$ cat src/rtl/ctrl_port_sim.sv
// Virtual serial game-controller ports: each port has a parallel-load
// shift register with fill, saturating read counter, latch-edge pulse and
// a shared turbo phase that gates masked buttons.
module ctrl_port_sim #(
  parameter int   PORTS        = 2,
  parameter int   BITS         = 8,
  parameter logic FILL         = 1'b1,
  parameter int   TURBO_PERIOD = 4
) (
  input  logic                  clk,
  input  logic                  rst_n,
  input  logic [PORTS-1:0]      strobe,
  input  logic [PORTS-1:0]      rd,
  input  logic [PORTS*BITS-1:0] btns,
  input  logic [PORTS*BITS-1:0] turbo_mask,
  output logic [PORTS-1:0]      data,
  output logic [PORTS-1:0]      latch_pulse,
  output logic [PORTS-1:0]      reads_done
);

  localparam int CNT_W = $clog2(BITS + 1);
  localparam int TC_W  = $clog2(TURBO_PERIOD) + 1;
  localparam logic [CNT_W-1:0] CNT_MAX = CNT_W'(BITS);
  localparam logic [TC_W-1:0]  TC_LAST = TC_W'(TURBO_PERIOD - 1);

  logic [PORTS-1:0][BITS-1:0]  shreg_q, shreg_d;
  logic [PORTS-1:0][CNT_W-1:0] count_q, count_d;
  logic [PORTS-1:0]            strobe_q, strobe_d;
  logic [PORTS-1:0]            rd_q, rd_d;
  logic [PORTS-1:0]            data_q, data_d;
  logic [PORTS-1:0]            latch_pulse_q, latch_pulse_d;
  logic [PORTS-1:0]            reads_done_q, reads_done_d;
  logic                        turbo_phase_q, turbo_phase_d;
  logic [TC_W-1:0]             turbo_cnt_q, turbo_cnt_d;

  logic [PORTS-1:0][BITS-1:0]  eff;
  logic [PORTS-1:0][BITS:0]    shifted;

  // Button values after turbo gating, and the fill-in shifted register image.
  always_comb begin
    eff     = '0;
    shifted = '0;
    for (int p = 0; p < PORTS; p++) begin
      eff[p]     = btns[p*BITS +: BITS] &
                   ~(turbo_mask[p*BITS +: BITS] & {BITS{~turbo_phase_q}});
      shifted[p] = {FILL, shreg_q[p]} >> 1;
    end
  end

  // Next-state: load beats shift; data and reads_done mirror the next
  // register contents so data tracks btns one cycle after a load edge.
  always_comb begin
    shreg_d       = shreg_q;
    count_d       = count_q;
    strobe_d      = strobe;
    rd_d          = rd;
    data_d        = data_q;
    latch_pulse_d = '0;
    reads_done_d  = reads_done_q;
    turbo_phase_d = turbo_phase_q;
    turbo_cnt_d   = turbo_cnt_q;

    for (int p = 0; p < PORTS; p++) begin
      if (strobe[p]) begin
        shreg_d[p] = eff[p];
        count_d[p] = '0;
      end else if (rd_q[p] && !rd[p]) begin
        shreg_d[p] = shifted[p][BITS-1:0];
        if (count_q[p] != CNT_MAX) begin
          count_d[p] = count_q[p] + CNT_W'(1);
        end
      end
      data_d[p]        = shreg_d[p][0];
      reads_done_d[p]  = (count_d[p] == CNT_MAX);
      latch_pulse_d[p] = strobe_q[p] & ~strobe[p];
    end

    // Turbo is paced by port-0 latches only; >= recovers from any odd count.
    if (strobe_q[0] && !strobe[0]) begin
      if (turbo_cnt_q >= TC_LAST) begin
        turbo_cnt_d   = '0;
        turbo_phase_d = ~turbo_phase_q;
      end else begin
        turbo_cnt_d = turbo_cnt_q + TC_W'(1);
      end
    end
  end

  // State and output registers.
  always_ff @(posedge clk or negedge rst_n) begin
    if (!rst_n) begin
      shreg_q       <= '0;
      count_q       <= '0;
      strobe_q      <= '0;
      rd_q          <= '0;
      data_q        <= '0;
      latch_pulse_q <= '0;
      reads_done_q  <= '0;
      turbo_phase_q <= 1'b1;
      turbo_cnt_q   <= '0;
    end else begin
      shreg_q       <= shreg_d;
      count_q       <= count_d;
      strobe_q      <= strobe_d;
      rd_q          <= rd_d;
      data_q        <= data_d;
      latch_pulse_q <= latch_pulse_d;
      reads_done_q  <= reads_done_d;
      turbo_phase_q <= turbo_phase_d;
      turbo_cnt_q   <= turbo_cnt_d;
    end
  end

  assign data        = data_q;
  assign latch_pulse = latch_pulse_q;
  assign reads_done  = reads_done_q;

endmodule

$ cat config.mk
export PLATFORM = sky130hd
export DESIGN_NAME = ctrl_port_sim
export DESIGN_NICKNAME = d
export VERILOG_FILES = /design/src/rtl/ctrl_port_sim.sv
export SDC_FILE = /design/constraint.sdc
export NUM_CORES = 1
export LEC_CHECK = 0
export CORE_MARGIN = 4
export CORE_UTILIZATION = 45
export CTS_BUF_LIST = sky130_fd_sc_hd__clkbuf_8
export DETAILED_ROUTE_END_ITERATION = 8
export PLACE_DENSITY = 0.83
export REMOVE_ABC_BUFFERS = 1
export SKIP_CTS_REPAIR_TIMING = 1
export SLEW_MARGIN = 20
export SYNTH_ARGS = -nofsm -noshare
export SYNTH_HDL_FRONTEND = slang
export SYNTH_SLANG_ARGS = --single-unit
$ cat constraint.sdc
create_clock -name clk -period 1.6 [get_ports clk]
set_input_delay 0.24 -clock clk [delete_from_list [all_inputs] [get_ports clk]]
set_output_delay 0.24 -clock clk [all_outputs]
set_load 0.05 [all_outputs]
==> Word level (Yosys, flattened, before mapping) <==
Index checks and enable logic that the tools add are counted.
Widths: inputs -> output; s select.
{ "classes": {"n_addsub": 3, "order_cmp": 1, "muxes": 11, "reduce_logical": 9, "eq_ne": 4, "bitwise_logic": 11} }
{ "op_table": {"columns": ["operator", "count"], "rows": [
  ["$and 8x8->8", 4],
  ["$mux 8", 4],
  ["$mux 4", 6],
  ["$not 8->8", 2],
  ["$add 4x1->4 const B", 2],
  ["$eq 4x4->1 const B", 2],
  ["$ne 4x4->1 const B", 2],
  ["$reduce_bool 2->1", 2],
  ["$add 3x1->3 const B", 1],
  ["$ge 3x2->1 const B", 1],
  ["$logic_and 1x1->1", 3],
  ["$logic_not 1->1", 3],
  ["$mux 3", 1],
  ["$not 1->1", 3],
  ["$and 1x1->1", 2],
  ["$reduce_and 2->1", 1]
]} }
{ "word_totals": {"reg_bits": 38, "in_bits": 38, "output_inout_bits": 6} }

==> Logic depth before layout (Yosys ltp) <==
Gate-level depths: netlist (run 1).
{ "logic_depth": {"ltp_word": 5, "mapped_depth": 6} }

==> Worst setup path after synthesis (run 1) <==
No wires, ideal clock.
{ "synth_timing": {"path_type": "reg-to-reg", "from": "register turbo_cnt_q[0]", "to": "register turbo_phase_q", "required_ns": 1.517, "n_path_buf": 0, "slack_ns": 0.230, "synth_period_minus_slack_ns": 1.370, "t_arrival_ns": 1.287, "stages_incl_launch_ff": 6, "setup_time_ns": 0.083, "cell_sequence": "dfrtp_1 > ha_1 > ha_1 > a211oi_1 > nor2_1 > xor2_1"} }
{ "synth_between": {"elab_chain_cells": 2} }
{ "synth_rtl": {"columns": ["item", "line", "text"], "rows": [
  ["start, declared", "34", "logic [TC_W-1:0] turbo_cnt_q, turbo_cnt_d;"],
  ["start signal, assigned", "110", "turbo_cnt_q <= turbo_cnt_d;"],
  ["$ge 3x2->1", "80", "if (turbo_cnt_q >= TC_LAST) begin"],
  ["$reduce_and 2->1 (no line)", null, null],
  ["end signal, assigned", "109", "turbo_phase_q <= turbo_phase_d;"],
  ["end, declared", "33", "logic turbo_phase_q, turbo_phase_d;"]
]} }
Every way passes these cells.
A chain may end at the register's enable or synchronous reset.

==> Worst setup path after layout (run 1) <==
{ "layout_timing": {"from": "register turbo_cnt_q[0]", "to": "register turbo_cnt_q[1]"} }
{ "layout_between": {"elab_chain_cells": 2, "word_cells_on_any_way": 3, "cone_classes": "1 x add/sub; 1 x order compare; 1 x mux"} }
{ "layout_rtl": {"columns": ["item", "line"], "rows": [
  ["$add 3x1->3 or $ge 3x2->1 (tied branches)", "84, 80"],
  ["$mux 3 *", "80"]
]} }
Every way passes the cells marked *; elsewhere a longest branch is shown, timed or not.

==> results of run 1 <==
per-stage QoR:
| step | total power [mW] | hold WS, ns |
|---|---|---|
| after floorplan | 1.45 | -0.0556 |
| after global placement | 1.67 | 0.257 |
| after detailed placement | 1.70 | 0.260 |
| after CTS | 2.34 | -0.0446 |
| after global routing | 2.46 | 0.485 |
| final | 2.33 | 0.464 |
per-layer routing:
metal	track usage	vias up
met5	0	-
met1	0.183	646
met3	0.0327	5
li1	-	713
met2	0.238	29
met4	0.0814	0
final cells by class:
| class | count | share of cell area |
|---|---|---|
| well taps | 48 | 0.0256 |
| inverters | 22 | 0.0351 |
| multi-input cells | 115 | 0.313 |
| flip-flops and latches | 36 | 0.384 |
| repair buffers | 52 | 0.204 |
| clock buffers | 6 | 0.0351 |
| clock inverters | 2 | 0.00319 |
worst max-delay path by stage:
| stage | end | startpoint | cells after the start | slack [ns] |
|---|---|---|---|---|
| after floorplan | reads_done[0] | rd_q[0] | 4 | 0.22 |
| after global placement | reads_done[1] | rd[1] | 5 | 0.01 |
| after detailed placement | reads_done[1] | rd[1] | 5 | -0.04 |
| after CTS | turbo_cnt_q[1] | turbo_cnt_q[0] | 5 | 0.10 |
| after global routing | reads_done[1] | count_q[4] | 6 | 0.08 |
| final | turbo_cnt_q[1] | turbo_cnt_q[0] | 5 | 0.18 |
state kept, by name, summed over array words and instances, names as in the netlist:
| register | flops |
|---|---|
| latch_pulse | 2 |
| count_q | 8 |
| shreg_q | 1 |
| shifted | 14 |
| data | 1 |
| turbo_phase_q | 1 |
| rd_q | 2 |
| turbo_cnt_q | 3 |
| reads_done | 2 |
| strobe_q | 2 |
cells by family (layout without fill, tap and decap cells):
logic type,after synthesis,after routing,share of synthesized area
AND/OR/NAND/NOR,46,46,0.145
buffers and inverters,31,82,0.0836
AO/OA/AOI/OAI,56,56,0.180
flip-flops,36,36,0.507
multiplexers,4,4,0.0281
XOR/XNOR,3,3,0.0148
adder cells (fa/ha/maj),6,6,0.0422
power by group through the flow:
stage	sequential (mW)	combinational [mW]	clock (mW)
after floorplan	1.18	0.262	0
after global placement	1.18	0.489	0
after detailed placement	1.19	0.506	0
after CTS	1.18	0.510	0.659
after global routing	1.20	0.579	0.686
final	1.18	0.511	0.644
cell usage in the layout, fill, tap and decap left out, types with 2 or more instances in the layout:
cell,synthesis,final
a211oi_1,15,14
a21oi_1,20,20
and4_1,2,2
buf_4,0,14
clkbuf_8,0,6
clkdlybuf4s50_1,0,36
dfrtp_1,35,35
ha_1,6,6
inv_1,22,24
mux2_4,2,2
mux2i_1,2,2
nand2_1,7,7
nand4_1,2,2
nor2_1,12,12
nor2b_1,17,17
nor2b_4,2,2
nor3_1,2,2
o21ai_0,20,20
xnor2_1,2,2
worst max-delay path: stages, from the launching register on:
cell,delay (ns)
dfrtp_1,0.42
ha_1,0.22
ha_1,0.21
a211oi_2,0.26
nand2_1,0.08
o21ai_0,0.15
==> flow_summary.json, run 1 <==
{
  "nNetsFinal": 276,
  "ios": 44,
  "drt-vias-per-instance": 4.96,
  "cp.required_ns": 1.80,
  "coreArea_um2": 3740,
  "die_h_um": 70.9,
  "synth_area_leaders": "dfrtp_1, a211oi_1, nor2b_1",
  "instances_no_fill": 281,
  "crit_path_end_kind": "flop",
  "synth_cells": 182,
  "hold_start": "strobe_q[1]",
  "setup_viol": 0,
  "first_iter_violations": 70,
  "die_area_um2": 5030,
  "combPwrFrac": 0.219,
  "track_usage": 0.147,
  "top_layer": "met4",
  "cts.sink_count": 36,
  "fin_skew_ns": 0.00471,
  "power_switching_uw": 685,
  "placed_cell_area_um2": 2240,
  "synth.distinct_cells": 25,
  "die_w_um": 70.9,
  "reg2regPathDepth": 5,
  "ys_async_sr_fraction": 1.00,
  "dr_wl_met2_mm": 1.64,
  "period_needed_ns": 1.42,
  "power_leakage_nw": 1.09,
  "yosysWarningCount": 0,
  "synth_enable_flop_cells": 0,
  "crit_type": "flop to flop",
  "ys_top_cells_by_count": "dfrtp_1, inv_1, a21oi_1, o21ai_0, nor2b_1",
  "regToRegEndpoint": "turbo_cnt_q[1]",
  "yosysMostFrequentCell": "dfrtp_1",
  "slew_headroom": 0.637,
  "gp_congestion": 0.730,
  "grt_pass1_wl_mm": 5.79,
  "swShare": 0.294,
  "mappedNetlistArea_um2": 1780,
  "tightest_slew_ns": 0.544,
  "slew_violations": 0,
  "max_freq_mhz": 704,
  "pre_cts_slack_ns": -0.0436,
  "numCtsBuffers": 5,
  "synth-seq-area-share": 0.507,
  "multi_input_comb_area_um2": 734,
  "firstDrtPassIters": 4,
  "fin_area_um2": 2350,
  "cp_max_fo": 4,
  "synth-seq-cells": 36,
  "tritoncts": "done",
  "rsz0062_at_grt": "false",
  "drt-met1-wl_mm": 1.58,
  "num_rows": 22,
  "routed_wl_mm": 3.45,
  "drive_gt1_frac": 0.116,
  "clk_pin_slew_ns": 0.07,
  "clockBufferDepth": 2,
  "grt_max_degree": 26,
  "outcome": "complete, no violations",
  "n_antenna_cell": 0,
  "p_clk_frac": 0.276,
  "grt_pass1_vias": 1325,
  "drc": 0,
  "synth_top_area_share": 0.492,
  "antenna_found_initial": 0,
  "io_buffers": 43,
  "clock-root-buffer": "clkbuf_8",
  "whs_path_depth": 1,
  "internal_power_mw": 1.65,
  "htreeDepth": 2,
  "syn_avg_cell_area_um2": 9.78,
  "insertion_delay_ns": 0.28,
  "cap_violations": 0,
  "regArea_um2": 902,
  "hp-class": "flop to flop",
  "wire_per_inst_um": 12.3,
  "vdd_drop_max_v": 0.000498,
  "finalCritPeriodShare": 0.888,
  "hold_viol": 0,
  "power.density_nw_per_um2": 992,
  "yosysTopAreaCell": "dfrtp_1",
  "ys.flop_type": "dfrtp_1",
  "setup_tns_ns": 0,
  "ant_nets": 0,
  "initial_core_util": 0.476,
  "start_kind": "flop",
  "arrival_ns": 1.62,
  "placed_cells": 272,
  "num_vias": 1393,
  "seqPwrFrac": 0.504,
  "rr_startpoint": "turbo_cnt_q[0]",
  "nFillCells": 330,
  "whs_endpoint": "latch_pulse[1]",
  "area_growth_pct": 32.0,
  "r2r_slack_ns": 0.18,
  "utilization": 0.628,
  "finalWorstSetupSlack_ns": 0.179,
  "wl_met3_um": 151,
  "overflow": 0,
  "dpl.hpwl_mm": 2.48
}
Power figures use the tool's default switching activity.
==> inputs of run 2 (changes only) <==
- SLEW_MARGIN: 20 -> unset
==> results of run 2 <==
Final layout, timing and power as in run 1 (identical DEF).
==> inputs of run 3 (changes only) <==
- PLACE_DENSITY: 0.83 -> 0.86
- SLEW_MARGIN: unset -> 25
- clock period: 1.6 -> 1.2 ns (I/O delays scaled with it)
==> flow_summary.json, run 3 (synthesis gave the netlist of run 1 again) <==
{
  "power_switching_mw": 1.12,
  "io_buffers": 43,
  "whs_path_depth": 1,
  "finalCritPeriodShare": 1.12,
  "grt_pass1_wl_mm": 6.27,
  "insertion_delay_ns": 0.29,
  "dpl.hpwl_mm": 2.82,
  "slew_violations": 0,
  "vdd_drop_max_v": 0.000866,
  "drt-vias-per-instance": 5.23,
  "ant_nets": 0,
  "firstDrtPassIters": 4,
  "internal_power_mw": 2.61,
  "crit_path_end_kind": "flop",
  "first_iter_violations": 126,
  "placed_cells": 282,
  "track_usage": 0.155,
  "start_kind": "flop",
  "hold_start": "rd[1]",
  "layout_commonest_cell": "dfrtp_1",
  "period_needed_ns": 1.34,
  "combPwrFrac": 0.291,
  "power.density_nw_per_um2": 1340,
  "path_cells": "nor2b_4, nand4_1, mux2_4, and4_1",
  "coreArea_um2": 3740,
  "slew_headroom": 0.776,
  "antenna_found_initial": 0,
  "numCtsBuffers": 5,
  "num_rows": 22,
  "arrival_ns": 1.52,
  "gp_congestion": 0.801,
  "cap_violations": 0,
  "r2r_slack_ns": -0.14,
  "die_h_um": 70.9,
  "whs_endpoint": "rd_q[1]",
  "rsz0062_at_grt": "true",
  "final_cell_mix": "dfrtp_1, clkdlybuf4s50_1, a21oi_1",
  "hp-class": "input port to flop",
  "clock-root-buffer": "clkbuf_8",
  "grt_pass1_vias": 1404,
  "cp.required_ns": 1.38,
  "crit_type": "flop to flop",
  "ios": 44,
  "num_vias": 1558,
  "htreeDepth": 2,
  "hold_slack_ns": 0.0993,
  "die_w_um": 70.9,
  "tritoncts": "done",
  "power_leakage_nw": 1.25,
  "max_freq_mhz": 745,
  "drive_gt1_frac": 0.308,
  "tightest_slew_ns": 0.336,
  "clockBufferDepth": 2,
  "finalWorstSetupSlack_ns": -0.143,
  "outcome": "finished, violations left",
  "utilization": 0.745,
  "hold_viol": 0,
  "largest_reg_flops": 14,
  "setup_tns_ns": -0.727,
  "rr_startpoint": "rd_q[1]",
  "regToRegEndpoint": "reads_done[1]",
  "violations": "setup timing",
  "cts.sink_count": 36,
  "drc": 0,
  "overflow": 0,
  "instances_no_fill": 298,
  "grt_max_degree": 24,
  "setup_viol": 11,
  "fin_skew_ns": 0.00466,
  "p_clk_frac": 0.284,
  "n_antenna_cell": 0,
  "cp_max_fo": 5,
  "critical_path.max_stage_delay_ns": 0.33,
  "pre_cts_slack_ns": -0.393,
  "area_growth_pct": 56.7,
  "reg2regPathDepth": 4,
  "routed_wl_mm": 4.71,
  "nNetsFinal": 293,
  "swShare": 0.300,
  "crit_slowest_cell": "dfrtp_1",
  "initial_core_util": 0.476,
  "wire_per_inst_um": 15.8,
  "die_area_um2": 5030,
  "seqPwrFrac": 0.425,
  "clk_pin_slew_ns": 0.07
}
[run 3: how the worst max path moves through the flow]
stage                   start       endpoint  slack, ns  cells past startpoint
4_1_cts        turbo_cnt_q[0]  turbo_phase_q      -0.25                      6
3_3_place_gp            rd[1]  reads_done[1]      -0.33                      5
5_1_grt            count_q[0]  reads_done[0]      -0.22                      5
2_1_floorplan         rd_q[0]  reads_done[0]      -0.18                      4
6_report              rd_q[1]  reads_done[1]      -0.14                      4
3_5_place_dp            rd[0]  reads_done[0]      -0.39                      5
[run 3: metal layers]
layer | GRT usage | vias up | wire length, um
met5 | 0 | - | 0
met4 | 0.0313 | 0 | 20
met3 | 0.0412 | 4 | 351
met2 | 0.273 | 72 | 2490
met1 | 0.193 | 734 | 1840
li1 | - | 748 | -
[run 3: final cells by class]
class                           instances  area [um^2]
Multi-Input combinational cell        115          876
Clock inverter                          3         42.5
Clock buffer                            5         68.8
Tap cell                               48         60.1
Fill cell                             255          953
Inverter                               22         82.6
Sequential cell                        36          902
Timing Repair Buffer                   69          758
[run 3: power by group through the flow]
| stage | registers [mW] | logic [mW] | clock network [mW] |
|---|---|---|---|
| finish | 1.59 | 1.09 | 1.06 |
| global placement | 1.57 | 0.831 | 0 |
| floorplan | 1.58 | 0.349 | 0 |
| global route | 1.61 | 1.17 | 1.13 |
| detailed placement | 1.58 | 0.861 | 0 |
| CTS | 1.56 | 0.872 | 1.07 |
[run 3: metrics by stage]
step | total power, mW | cell area, um^2
final | 3.73 | 2790
after global routing | 3.92 | 2790
after CTS | 3.50 | 2520
after detailed placement | 2.44 | 2410
after global placement | 2.40 | 2410
after floorplan | 1.93 | 1710
[run 3: critical path, delay by kind of cell, from the launching register on]
family           cells  cell delay [ns]
flip-flops           1             0.33
AND/OR/NAND/NOR      3             0.57
multiplexers         1             0.33
